==> config.mk <==
export PLATFORM = sky130hd
export DESIGN_NAME = keypad_timer
export DESIGN_NICKNAME = d
export VERILOG_FILES = /design/src/rtl/microwave_pkg.sv /design/src/rtl/bcd_digit.sv /design/src/rtl/keypad_timer.sv
export SDC_FILE = /design/constraint.sdc
export NUM_CORES = 1
export LEC_CHECK = 0
export ABC_AREA = 1
export CORE_ASPECT_RATIO = 1.2
export CORE_MARGIN = 5
export CORE_UTILIZATION = 64
export CTS_BUF_LIST = sky130_fd_sc_hd__clkbuf_2 sky130_fd_sc_hd__clkbuf_4 sky130_fd_sc_hd__clkbuf_8
export CTS_CLUSTER_DIAMETER = 200
export DETAILED_ROUTE_END_ITERATION = 10
export DONT_BUFFER_PORTS = 1
export PLACE_DENSITY = 0.81
export RECOVER_POWER = 25
export SETUP_SLACK_MARGIN = 0.5
export SYNTH_ARGS = -nofsm -noshare
export SYNTH_HDL_FRONTEND = slang
export SYNTH_SLANG_ARGS = --single-unit
==> constraint.sdc <==
create_clock -name clk -period 4.15 [get_ports clk]
set_clock_uncertainty 0.15 [all_clocks]
set_input_delay 0.415 -clock clk [delete_from_list [all_inputs] [get_ports clk]]
set_output_delay 0.415 -clock clk [all_outputs]
set_load 0.02 [all_outputs]
==> src/rtl/microwave_pkg.sv <==
// Shared constants for the microwave keypad/timer datapath.
// Digits are 4-bit BCD; enablen selects entry or count mode.
package microwave_pkg;

    localparam int         BCD_W        = 4;
    localparam logic [3:0] BCD_MAX      = 4'd9;
    localparam logic [3:0] SEC_TENS_MAX = 4'd5;
    localparam logic       MODE_ENTRY   = 1'b0;
    localparam logic       MODE_COUNT   = 1'b1;

    function automatic logic bcd_valid(input logic [BCD_W-1:0] d);
        return (d <= BCD_MAX);
    endfunction

endpackage

==> src/rtl/bcd_digit.sv <==
// One BCD digit register: synchronous clear, shift-in load, and
// decrement-with-borrow that wraps to a per-digit value.
module bcd_digit
    import microwave_pkg::*;
(
    input  logic             clk,
    input  logic             clearn,
    input  logic             clr,
    input  logic             shift_en,
    input  logic [BCD_W-1:0] shift_in,
    input  logic             dec_en,
    input  logic             borrow_in,
    input  logic [BCD_W-1:0] wrap_val,
    output logic [BCD_W-1:0] digit,
    output logic             borrow_out
);

    logic [BCD_W-1:0] digit_r;
    logic [BCD_W-1:0] digit_next_s;

    // A digit only moves when every lower digit is wrapping (borrow_in).
    assign borrow_out = borrow_in && (digit_r == 4'd0);
    assign digit      = digit_r;

    // Next-value selection: clear beats shift beats decrement.
    always_comb begin
        digit_next_s = digit_r;
        if (clr) begin
            digit_next_s = 4'd0;
        end else if (shift_en) begin
            digit_next_s = shift_in;
        end else if (dec_en && borrow_in) begin
            if (digit_r == 4'd0) begin
                digit_next_s = wrap_val;
            end else begin
                digit_next_s = digit_r - 4'd1;
            end
        end else begin
            digit_next_s = digit_r;
        end
    end

    // Digit state register.
    always_ff @(posedge clk or negedge clearn) begin
        if (!clearn) begin
            digit_r <= 4'd0;
        end else begin
            digit_r <= digit_next_s;
        end
    end

endmodule

==> src/rtl/keypad_timer.sv <==
// Keypad receiver for the microwave: synchronises the encoder strobe and
// data, shifts digits into MM:SS in entry mode, and counts down in count mode.
module keypad_timer
    import microwave_pkg::*;
#(
    parameter int SYNC_STAGES = 2
) (
    input  logic             clk,
    input  logic             clearn,
    input  logic [BCD_W-1:0] D,
    input  logic             loadn,
    input  logic             pgt_1Hz,
    input  logic             enablen,
    input  logic             clr_time,
    output logic [BCD_W-1:0] sec_ones,
    output logic [BCD_W-1:0] sec_tens,
    output logic [BCD_W-1:0] min_ones,
    output logic [BCD_W-1:0] min_tens,
    output logic             zero,
    output logic             done
);

    logic [SYNC_STAGES-1:0] pgt_sync_r;
    logic [SYNC_STAGES-1:0] loadn_sync_r;
    logic [BCD_W-1:0]       d_sync_r [SYNC_STAGES];
    logic                   pgt_prev_r;
    logic                   done_r;

    logic             tick_s;
    logic             loadn_s;
    logic [BCD_W-1:0] d_s;
    logic             shift_s;
    logic             dec_s;
    logic             done_next_s;
    logic             at_one_s;
    logic             so_borrow_s;
    logic             st_borrow_s;
    logic             mo_borrow_s;
    logic             mt_borrow_s;

    assign tick_s   = pgt_sync_r[SYNC_STAGES-1] & ~pgt_prev_r;
    assign loadn_s  = loadn_sync_r[SYNC_STAGES-1];
    assign d_s      = d_sync_r[SYNC_STAGES-1];
    assign zero     = (sec_ones == 4'd0) && (sec_tens == 4'd0) &&
                      (min_ones == 4'd0) && (min_tens == 4'd0);
    assign at_one_s = (sec_ones == 4'd1) && (sec_tens == 4'd0) &&
                      (min_ones == 4'd0) && (min_tens == 4'd0);
    assign done     = done_r;

    // Synchronisers and edge flop; reset high so a strobe held across reset is not a tick.
    always_ff @(posedge clk or negedge clearn) begin
        if (!clearn) begin
            pgt_sync_r   <= {SYNC_STAGES{1'b1}};
            loadn_sync_r <= {SYNC_STAGES{1'b1}};
            pgt_prev_r   <= 1'b1;
            for (int i = 0; i < SYNC_STAGES; i++) begin
                d_sync_r[i] <= {BCD_W{1'b1}};
            end
        end else begin
            pgt_sync_r   <= {pgt_sync_r[SYNC_STAGES-2:0], pgt_1Hz};
            loadn_sync_r <= {loadn_sync_r[SYNC_STAGES-2:0], loadn};
            pgt_prev_r   <= pgt_sync_r[SYNC_STAGES-1];
            d_sync_r[0]  <= D;
            for (int i = 1; i < SYNC_STAGES; i++) begin
                d_sync_r[i] <= d_sync_r[i-1];
            end
        end
    end

    // Per-tick action; a borrow out of min_tens means the time is already 00:00.
    always_comb begin
        shift_s     = 1'b0;
        dec_s       = 1'b0;
        done_next_s = 1'b0;
        if (clr_time) begin
            shift_s = 1'b0;
        end else if (tick_s) begin
            case (enablen)
                MODE_ENTRY: begin
                    if (!loadn_s && bcd_valid(d_s)) begin
                        shift_s = 1'b1;
                    end else begin
                        shift_s = 1'b0;
                    end
                end
                MODE_COUNT: begin
                    if (!mt_borrow_s) begin
                        dec_s       = 1'b1;
                        done_next_s = at_one_s;
                    end else begin
                        dec_s = 1'b0;
                    end
                end
                default: begin
                    dec_s = 1'b0;
                end
            endcase
        end else begin
            dec_s = 1'b0;
        end
    end

    // Registered done pulse.
    always_ff @(posedge clk or negedge clearn) begin
        if (!clearn) begin
            done_r <= 1'b0;
        end else begin
            done_r <= done_next_s;
        end
    end

    bcd_digit u_sec_ones (
        .clk(clk), .clearn(clearn), .clr(clr_time), .shift_en(shift_s),
        .shift_in(d_s), .dec_en(dec_s), .borrow_in(1'b1), .wrap_val(BCD_MAX),
        .digit(sec_ones), .borrow_out(so_borrow_s)
    );

    bcd_digit u_sec_tens (
        .clk(clk), .clearn(clearn), .clr(clr_time), .shift_en(shift_s),
        .shift_in(sec_ones), .dec_en(dec_s), .borrow_in(so_borrow_s), .wrap_val(SEC_TENS_MAX),
        .digit(sec_tens), .borrow_out(st_borrow_s)
    );

    bcd_digit u_min_ones (
        .clk(clk), .clearn(clearn), .clr(clr_time), .shift_en(shift_s),
        .shift_in(sec_tens), .dec_en(dec_s), .borrow_in(st_borrow_s), .wrap_val(BCD_MAX),
        .digit(min_ones), .borrow_out(mo_borrow_s)
    );

    bcd_digit u_min_tens (
        .clk(clk), .clearn(clearn), .clr(clr_time), .shift_en(shift_s),
        .shift_in(min_ones), .dec_en(dec_s), .borrow_in(mo_borrow_s), .wrap_val(BCD_MAX),
        .digit(min_tens), .borrow_out(mt_borrow_s)
    );

endmodule

==> results of run 1 <==
-- cells by family after synthesis --
group | count (synthesis)
AND/OR/NAND/NOR | 153
flip-flops | 30
buffers and inverters | 30
AO/OA/AOI/OAI | 10
XOR/XNOR | 1
-- metrics by stage --
| step | setup WS, ns | utilization, % | hold WS (ns) |
|---|---|---|---|
| after floorplan | 2.415 | - | -0.03059 |
| after global placement | 2.342 | 67.60 | -0.02993 |
| after detailed placement | 2.288 | 67.60 | -0.02989 |
| after CTS | 1.919 | 73.63 | 0.1127 |
| after global routing | 1.783 | 72.99 | 0.1240 |
| final | 1.906 | 72.99 | 0.1215 |
-- final cells by class --
| cell class | instances | area [um^2] | area share (%) |
|---|---|---|---|
| well taps | 33 | 41.29 | 2.216 |
| multi-input cells | 164 | 808.3 | 43.38 |
| clock buffers | 7 | 58.81 | 3.156 |
| flip-flops and latches | 30 | 767.0 | 41.17 |
| repair buffers | 8 | 73.82 | 3.962 |
| clock inverters | 1 | 5.005 | 0.2686 |
| inverters | 28 | 108.9 | 5.843 |
-- metal layers --
| layer | global-route usage, % | wire length (um) |
|---|---|---|
| met5 | 0 | 0 |
| met4 | 8.986 | 63 |
| met3 | 5.814 | 228 |
| met2 | 33.71 | 1657 |
| met1 | 23.88 | 1446 |
-- final timing paths --
check / to / slack [ns] / cells after the start / startpoint
setup / recovery: zero / 1.91 / 5 / u_min_ones.digit[2]
hold / removal: u_min_ones.digit[2] / 0.12 / 3 / clr_time
setup reg to reg: u_sec_ones.digit[3] / 2.41 / 8 / u_min_ones.digit[2]
hold reg to reg: d_s[1] / 0.21 / 0 / d_sync_r[5]
max in group asynchronous: u_sec_ones.digit[1] / 2.11 / 2 / clearn
min in group asynchronous: u_min_tens.digit[0] / 0.85 / 2 / clearn
-- cells in the mapped netlist, types with 2 or more instances --
cell | n | share of area, %
a21oi_1 | 2 | 0.59
dfstp_2 | 13 | 20
nand2_4 | 3 | 2.0
nand3_1 | 20 | 5.9
nand2_2 | 8 | 2.9
nor2_1 | 14 | 3.1
nor2_4 | 2 | 1.3
dfrtp_1 | 17 | 25
inv_1 | 21 | 4.6
inv_2 | 5 | 1.1
nand2_1 | 91 | 20
nand4_1 | 3 | 1.1
o21ai_0 | 7 | 2.1
nor2_2 | 6 | 2.2
nand3_2 | 3 | 1.8
-- sequential cells by signal, indices dropped and copies added, names as in the netlist --
name / count
done: 1
u_sec_tens.digit: 4
u_min_ones.digit: 4
pgt_sync_r: 2
u_sec_ones.digit: 4
d_s: 4
pgt_prev_r: 1
d_sync_r: 4
loadn_sync_r: 2
u_min_tens.digit: 4
-- critical path, cell delays in order, from the launching register on --
cell and delay, ns:
dfrtp_1 0.52, nor2_1 0.23, nand2_1 0.16, nor2_2 0.18
nand2_4 0.09, inv_1 0.17
-- power by group through the flow --
stage | sequential (mW) | combinational (mW) | clock, mW
detailed placement | 0.430 | 0.239 | 0
CTS | 0.424 | 0.254 | 0.192
global route | 0.431 | 0.288 | 0.206
global placement | 0.426 | 0.230 | 0
floorplan | 0.415 | 0.208 | 0
finish | 0.424 | 0.251 | 0.185
==> metrics.md, run 1 <==
| Metric | Value |
|---|---|
| Max rail drop VDD | `0.3170 mV` |
| Wire per inst | `12.53 um` |
| Clk pin slew, worst setup/hold paths | `0.10 ns` |
| Die width | `57.06 um` |
| Clock sink total | `30` |
| Initial core utilization | `66.62%` |
| Sw Share | `41.11%` |
| Failing checks | `max-capacitance violations, max-slew violations` |
| Pwr per Cell Area | `461.7 nW/um^2` |
| CP max FO | `6` |
| Synth Area in Compound Gates | `3.164%` |
| Post CTS Setup Buffer Count | `0` |
| Crit path time final | `2.244 ns` |
| Critical path arrival | `1.68 ns` |
| Fillers | `199` |
| Vias per cell | `5.273` |
| Vias in the first global route | `1401` |
| Maxcap violations | `1` |
| Global route total overflow | `0` |
| Final TNS setup | `0 ns` |
| Final Cycle Share | `54.07%` |
| Die Ht | `66.47 um` |
| Fmax | `0.4457 GHz` |
| Post-Place Cells | `255` |
| Post-synthesis simple-gate area fraction | `43.86%` |
| Post-synthesis async set-or-reset flop share | `100.0%` |
| RSZ-0062 raised after global routing | `no` |
| Switch Pwr | `0.3536 mW` |
| Routability congestion estimate from global placement | `0.8839` |
| Setup CP Type | `register to primary output` |
| Int Pwr | `0.5065 mW` |
| WP data required | `3.59 ns` |
| Setup-failing EPs final | `0` |
| Final hold vios | `0` |
| Number of I/O pins | `28` |
| CP endpoint kind | `primary output` |
| Most common cell after layout, fill and taps aside | `nand2_1` |
| IO Port Bufs | `0` |
| Fin. max-slew vios | `31` |
| DR pass1 iterations | `4` |
| Layout cells sized above 1 | `22.27%` |
| Total CTS buffers | `5` |
| P&R area growth vs syn | `9.566%` |
| HP Class | `input port to register` |
| CTS tree | `yes` |
| Nets | `247` |
| Total power draw | `0.8602 mW` |
| Seq cells post-synth | `30` |
| Main synth FF type | `dfrtp_1` |
| Clk buf depth | `2` |
| Via count | `1429` |
| Total wire length | `3395 um` |
| Final cell count without fillers | `271` |
| Combinational fraction of design power | `29.2%` |
| Post-synth EDFFs | `0` |
| Multiplexer share of the synthesized area | `0%` |
| Reg power frac | `49.3%` |
| Largest family of logic cells by synthesized area | `simple AND/OR/NAND/NOR gates` |
| Measured slew at the worst slew-check pin | `1.526 ns` |
| Initial antenna violation count | `0` |
| Clock latency at the later pin of the worst-skew pair | `0.33 ns` |
| Antenna Nets Post-Route | `0` |
| Root buffer cell | `clkbuf_4` |
| Sequential area share after synthesis | `45.11%` |
| Worst setup SP type | `register` |
| YS warnings | `0` |
| Mapped Avg Cell Area | `7.591 um^2` |
| Full die area | `3792 um^2` |
| DP HPWL | `2486 um` |
| Total track usage | `20.14%` |
| Post-Syn Instances | `224` |
| Clock network fraction of total power | `21.5%` |
| XOR/XNOR Fraction of Synth Area | `0.5151%` |
| Hold_buf cts | `8` |
| Post-Synth Adder-Cell Area | `0%` |
| N_diodes | `0` |
| First-pass GRT wire length | `5927 um` |
| Drc violations | `0` |
| H-tree levels | `2` |
| Worst slew margin | `-1.758%` |
| Standard-cell rows | `20` |
| Unique masters post-synth | `24` |
| Post_cts resized | `0` |
| Synthesized Nets | `234` |
| Largest net degree at the start of global routing | `31` |
| Status | `finished with violations` |
| Core area | `2552 um^2` |
| Cell Area, Synth | `1700 um^2` |
| Most frequent cells in the layout | `91 x nand2_1, 21 x inv_1, 20 x nand3_1` |
| First DRT Iteration DRCs | `79` |
| LEAKAGE | `0.9897 nW` |
| Final Instance Area | `1863 um^2` |
| Placed Instance Area | `1725 um^2` |
No activity file was read; power rests on OpenSTA's default activity.
==> inputs of run 2 (changes only) <==
--- a/config.mk
+++ b/config.mk
@@ -5,7 +5,7 @@
 export SDC_FILE = /design/constraint.sdc
 export NUM_CORES = 1
 export LEC_CHECK = 0
-export ABC_AREA = 1
+export ABC_AREA = 0
 export CORE_ASPECT_RATIO = 1.2
 export CORE_MARGIN = 5
 export CORE_UTILIZATION = 64
==> constraint.sdc (replaced) <==
create_clock -name clk -period 2.1 [get_ports clk]
set_clock_uncertainty 0.15 [all_clocks]
set_input_delay 0.21 -clock clk [delete_from_list [all_inputs] [get_ports clk]]
set_output_delay 0.21 -clock clk [all_outputs]
set_load 0.02 [all_outputs]
==> metrics.md, run 2 <==
| Metric | Value |
|---|---|
| Clock sink total | `30` |
| Halt Stage | `4_1_cts` |
| Cell Area, Synth | `1404 um^2` |
| Share of the synthesized area in the top cell type | `30.30%` |
| DP HPWL | `2454 um` |
| Die width | `52.76 um` |
| Synthesized Nets | `141` |
| Post_cts resized | `32` |
| Unique masters post-synth | `36` |
| Count leader, synth | `nor2_1` |
| Die Ht | `61.31 um` |
| YS warnings | `0` |
| Initial core utilization | `67.75%` |
| Post-synthesis async set-or-reset flop share | `100.0%` |
| Seq cells post-synth | `30` |
| Number of I/O pins | `28` |
| Post-synth top cells | `18 x nor2_1, 17 x dfrtp_1, 13 x dfstp_2` |
| Main synth FF type | `dfrtp_1` |
| Post-synth EDFFs | `0` |
| Hold_buf cts | `8` |
| Post CTS Setup Buffer Count | `6` |
| Root buffer cell | `clkbuf_4` |
| Clk buf depth | `2` |
| Routability congestion estimate from global placement | `0.8143` |
| Yosys top cell by area | `dfrtp_1` |
| Mapped Avg Cell Area | `10.72 um^2` |
| H-tree levels | `2` |
| IO Port Bufs | `0` |
| Status | `did not finish` |
| Total CTS buffers | `5` |
| Largest cells by area after synthesis | `dfrtp_1 30%, dfstp_2 24%, nor2_1 4.8%, a311oi_1 3.7%, mux2i_1 2.9%` |
| Sequential area share after synthesis | `54.63%` |
| Standard-cell rows | `18` |
| Post-Syn Instances | `131` |
| First Error | `[ERROR DPL-0033] detailed placement checks failed during check placement.` |
[run 2: cell count changes after synthesis, sizes merged, moves of 5 or more]
cell,before,now
clkbuf,0,5
nand3,24,2
inv,27,1
nand2,102,7
a311oi,0,6
nor2,23,18
[run 2: metrics by stage]
stage	utilization, %	area (um^2)	cells	setup slack, ns
after detailed placement	80.19	1662	179	-0.06685
after global placement	80.19	1662	179	-0.01445
after floorplan	-	1494	131	-0.1938
[run 2: logic make-up after synthesis]
kind of cell,share of synthesized area [%]
AO/OA/AOI/OAI,17.56
buffers and inverters,2.406
flip-flops,54.63
multiplexers,2.852
AND/OR/NAND/NOR,22.55
==> inputs of run 3 (changes only) <==
==> config.mk (replaced) <==
export PLATFORM = sky130hd
export DESIGN_NAME = keypad_timer
export DESIGN_NICKNAME = d
export VERILOG_FILES = /design/src/rtl/microwave_pkg.sv /design/src/rtl/bcd_digit.sv /design/src/rtl/keypad_timer.sv
export SDC_FILE = /design/constraint.sdc
export NUM_CORES = 1
export LEC_CHECK = 0
export ABC_AREA = 0
export CORE_AREA = 5 5 66 68
export DETAILED_ROUTE_END_ITERATION = 10
export DIE_AREA = 0 0 71 73
export DONT_BUFFER_PORTS = 1
export PLACE_DENSITY_LB_ADDON = 0.15
export RECOVER_POWER = 25
export SYNTH_ARGS = -nofsm -noshare
export SYNTH_HDL_FRONTEND = slang
export SYNTH_SLANG_ARGS = --single-unit
==> metrics.md, run 3 <==
| Metric | Value |
|---|---|
| Status | `finished with violations` |
| Failing checks | `negative hold slack, negative setup slack` |
| Clk buf depth | `2` |
| Final TNS setup | `-0.07491 ns` |
| Fmax | `0.4598 GHz` |
| Wire per inst | `16.18 um` |
| Initial core utilization | `36.96%` |
| H-tree levels | `2` |
| Hold slack | `-0.1664 ns` |
| Core area | `3799 um^2` |
| Global Route met1 Usage | `17.26%` |
| DP HPWL | `2542 um` |
| Largest cells by area after synthesis | `dfrtp_1 30%, dfstp_2 24%, nor2_1 4.8%, a311oi_1 3.7%, mux2i_1 2.9%` |
| WP data required | `2.15 ns` |
| Drc violations | `0` |
| Post-synth top cells | `18 x nor2_1, 17 x dfrtp_1, 13 x dfstp_2` |
| Largest net degree at the start of global routing | `31` |
| Hold path start | `clr_time` |
| Min-Delay Path Depth | `1` |
| Clk pin slew, worst setup/hold paths | `0.07 ns` |
| Seq cells post-synth | `30` |
| Hold_buf cts | `8` |
| Count leader, synth | `nor2_1` |
| Die width | `71 um` |
| Register Area | `769.5 um^2` |
| Levels on crit path | `4` |
| Fillers | `368` |
| Sequential area share after synthesis | `54.63%` |
| LEAKAGE | `0.8749 nW` |
| Vias per cell | `5.398` |
| Final Instance Area | `1982 um^2` |
| CP max FO | `2` |
| Gr busiest metal | `met2` |
| Root buffer cell | `clkbuf_8` |
| Total track usage | `15.05%` |
| Clock network fraction of total power | `42.0%` |
| Post-synth EDFFs | `0` |
| Standard-cell rows | `23` |
| RSZ-0062 raised after global routing | `yes` |
| Total wire length | `3656 um` |
| First-pass GRT wire length | `5940 um` |
| Unique masters post-synth | `36` |
| Main synth FF type | `dfrtp_1` |
| Top cell by count, worst path | `or4_4` |
| Crit-path leading delay family | `simple AND/OR/NAND/NOR gates` |
| N_diodes | `0` |
| Bufs and invs on worst path | `0` |
| Measured slew at the worst slew-check pin | `1.322 ns` |
| Crit path time final | `2.175 ns` |
| Routability congestion estimate from global placement | `0.7791` |
| Clock sink total | `30` |
| Maxcap violations | `0` |
| IO Port Bufs | `0` |
| Worst-case reg-to-reg path depth | `4` |
| Crit path launch | `u_sec_ones.digit[2]` |
| Layout cells sized above 1 | `42.61%` |
| Total CTS buffers | `5` |
| Fin. max-slew vios | `0` |
| Worst setup SP type | `register` |
| HP Class | `input port to register` |
| Pwr per Cell Area | `692.8 nW/um^2` |
| Critical-path cell list | `or4_4, or4_4, or3b_1, a211oi_2` |
| Worst slew margin | `11.74%` |
| Switch Pwr | `0.3295 mW` |
| Antenna Nets Post-Route | `0` |
| Most frequent cells in the layout | `35 x buf_4, 17 x nor2_1, 15 x dfrtp_1` |
| CP endpoint kind | `register` |
| Critical path arrival | `2.22 ns` |
| CTS tree | `yes` |
| First DRT Iteration DRCs | `59` |
| DR pass1 iterations | `4` |
| Final hold vios | `16` |
| Setup CP Type | `register to register` |
| Reg power frac | `45.3%` |
| Full die area | `5183 um^2` |
| Number of I/O pins | `28` |
| YS warnings | `0` |
| Post-route setup slack | `-0.07491 ns` |
| Area of the multi-input gates | `690.7 um^2` |
| Max rail drop VDD | `0.4334 mV` |
| Pre-CTS setup slack | `-0.1097 ns` |
| Placed Instance Area | `1717 um^2` |
| Synthesized Nets | `141` |
| P&R area growth vs syn | `41.18%` |
| Global route total overflow | `0` |
| Post-synthesis async set-or-reset flop share | `100.0%` |
| Clock latency at the later pin of the worst-skew pair | `0.28 ns` |
| Nets | `185` |
| Initial antenna violation count | `0` |
| Share of the synthesized area in the top cell type | `30.30%` |
| Post-Syn Instances | `131` |
| Met2 Usage GRT | `25.75%` |
| Int Pwr | `1.044 mW` |
| Most common cell after layout, fill and taps aside | `buf_4` |
| Vias in the first global route | `1205` |
| Setup-failing EPs final | `1` |
| Critical path's slowest cell | `or4_4` |
| Die Ht | `73 um` |
| FF-to-FF Start | `u_sec_ones.digit[2]` |
| Cell Area, Synth | `1404 um^2` |
| Met3 usage | `5.923%` |
| CP max stage delay | `0.53 ns` |
| Final Cycle Share | `103.6%` |
| Sw Share | `24.00%` |
| Mapped Avg Cell Area | `10.72 um^2` |
| Via count | `1220` |
| Combinational fraction of design power | `12.7%` |
| Yosys top cell by area | `dfrtp_1` |
## run 3: routing by layer
metal  vias up  part of all wire, %
met5         -                    0
met4         0                  1.4
met3         5                  5.7
met2        22                   52
met1       604                   41
li1        589                    -
## run 3: cell type report
class | instances | area share (%)
Tap cell | 50 | 3.157
Inverter | 1 | 0.1894
Timing Repair Buffer | 43 | 17.42
Clock inverter | 2 | 1.894
Multi-Input combinational cell | 94 | 34.85
Sequential cell | 30 | 38.83
Clock buffer | 6 | 3.662
## run 3: timing repair
action,CTS,global route
gates resized for setup,5,8
setup buffers,0,0
setup endpoints to repair,15,8
pin swaps,0,3
endpoints found under the hold margin,52,16
## run 3: through the flow
stage / util, % / total power [mW] / cells
2_1_floorplan: - / 0.7149 / 131
3_3_place_gp: 45.19 / 0.7680 / 210
3_5_place_dp: 45.19 / 0.7714 / 210
4_1_cts: 51.38 / 1.386 / 226
5_1_grt: 52.17 / 1.432 / 226
6_report: 52.17 / 1.373 / 226
## run 3: path summary, 6_finish.rpt
kind,endpoint,slack (ns)
max reg2reg,u_sec_tens.digit[2],-0.07
min reg2reg,d_s[3],0.20
max in group asynchronous,u_sec_ones.digit[2],0.31
min,u_sec_tens.digit[2],-0.17
min in group asynchronous,u_min_ones.digit[3],0.62
max,u_sec_tens.digit[2],-0.07
## run 3: kinds of logic after synthesis
logic type,share of synthesized area [%]
simple gates,22.55
mux,2.852
flops,54.63
compound gates,17.56
buf+inv,2.406
## run 3: worst register-to-register path: stages, from the launching register on
cell and delay [ns]:
dfrtp_2 0.40, or4_4 0.53, or4_4 0.43, or3b_1 0.39, a211oi_2 0.19
## run 3: power groups by stage
stage,Sequential (mW),Clock [mW],Combinational [mW]
after floorplan,0.642,0,0.0725
after detailed placement,0.631,0,0.141
after global routing,0.625,0.618,0.189
final,0.623,0.577,0.174
after global placement,0.630,0,0.138
after CTS,0.622,0.593,0.171
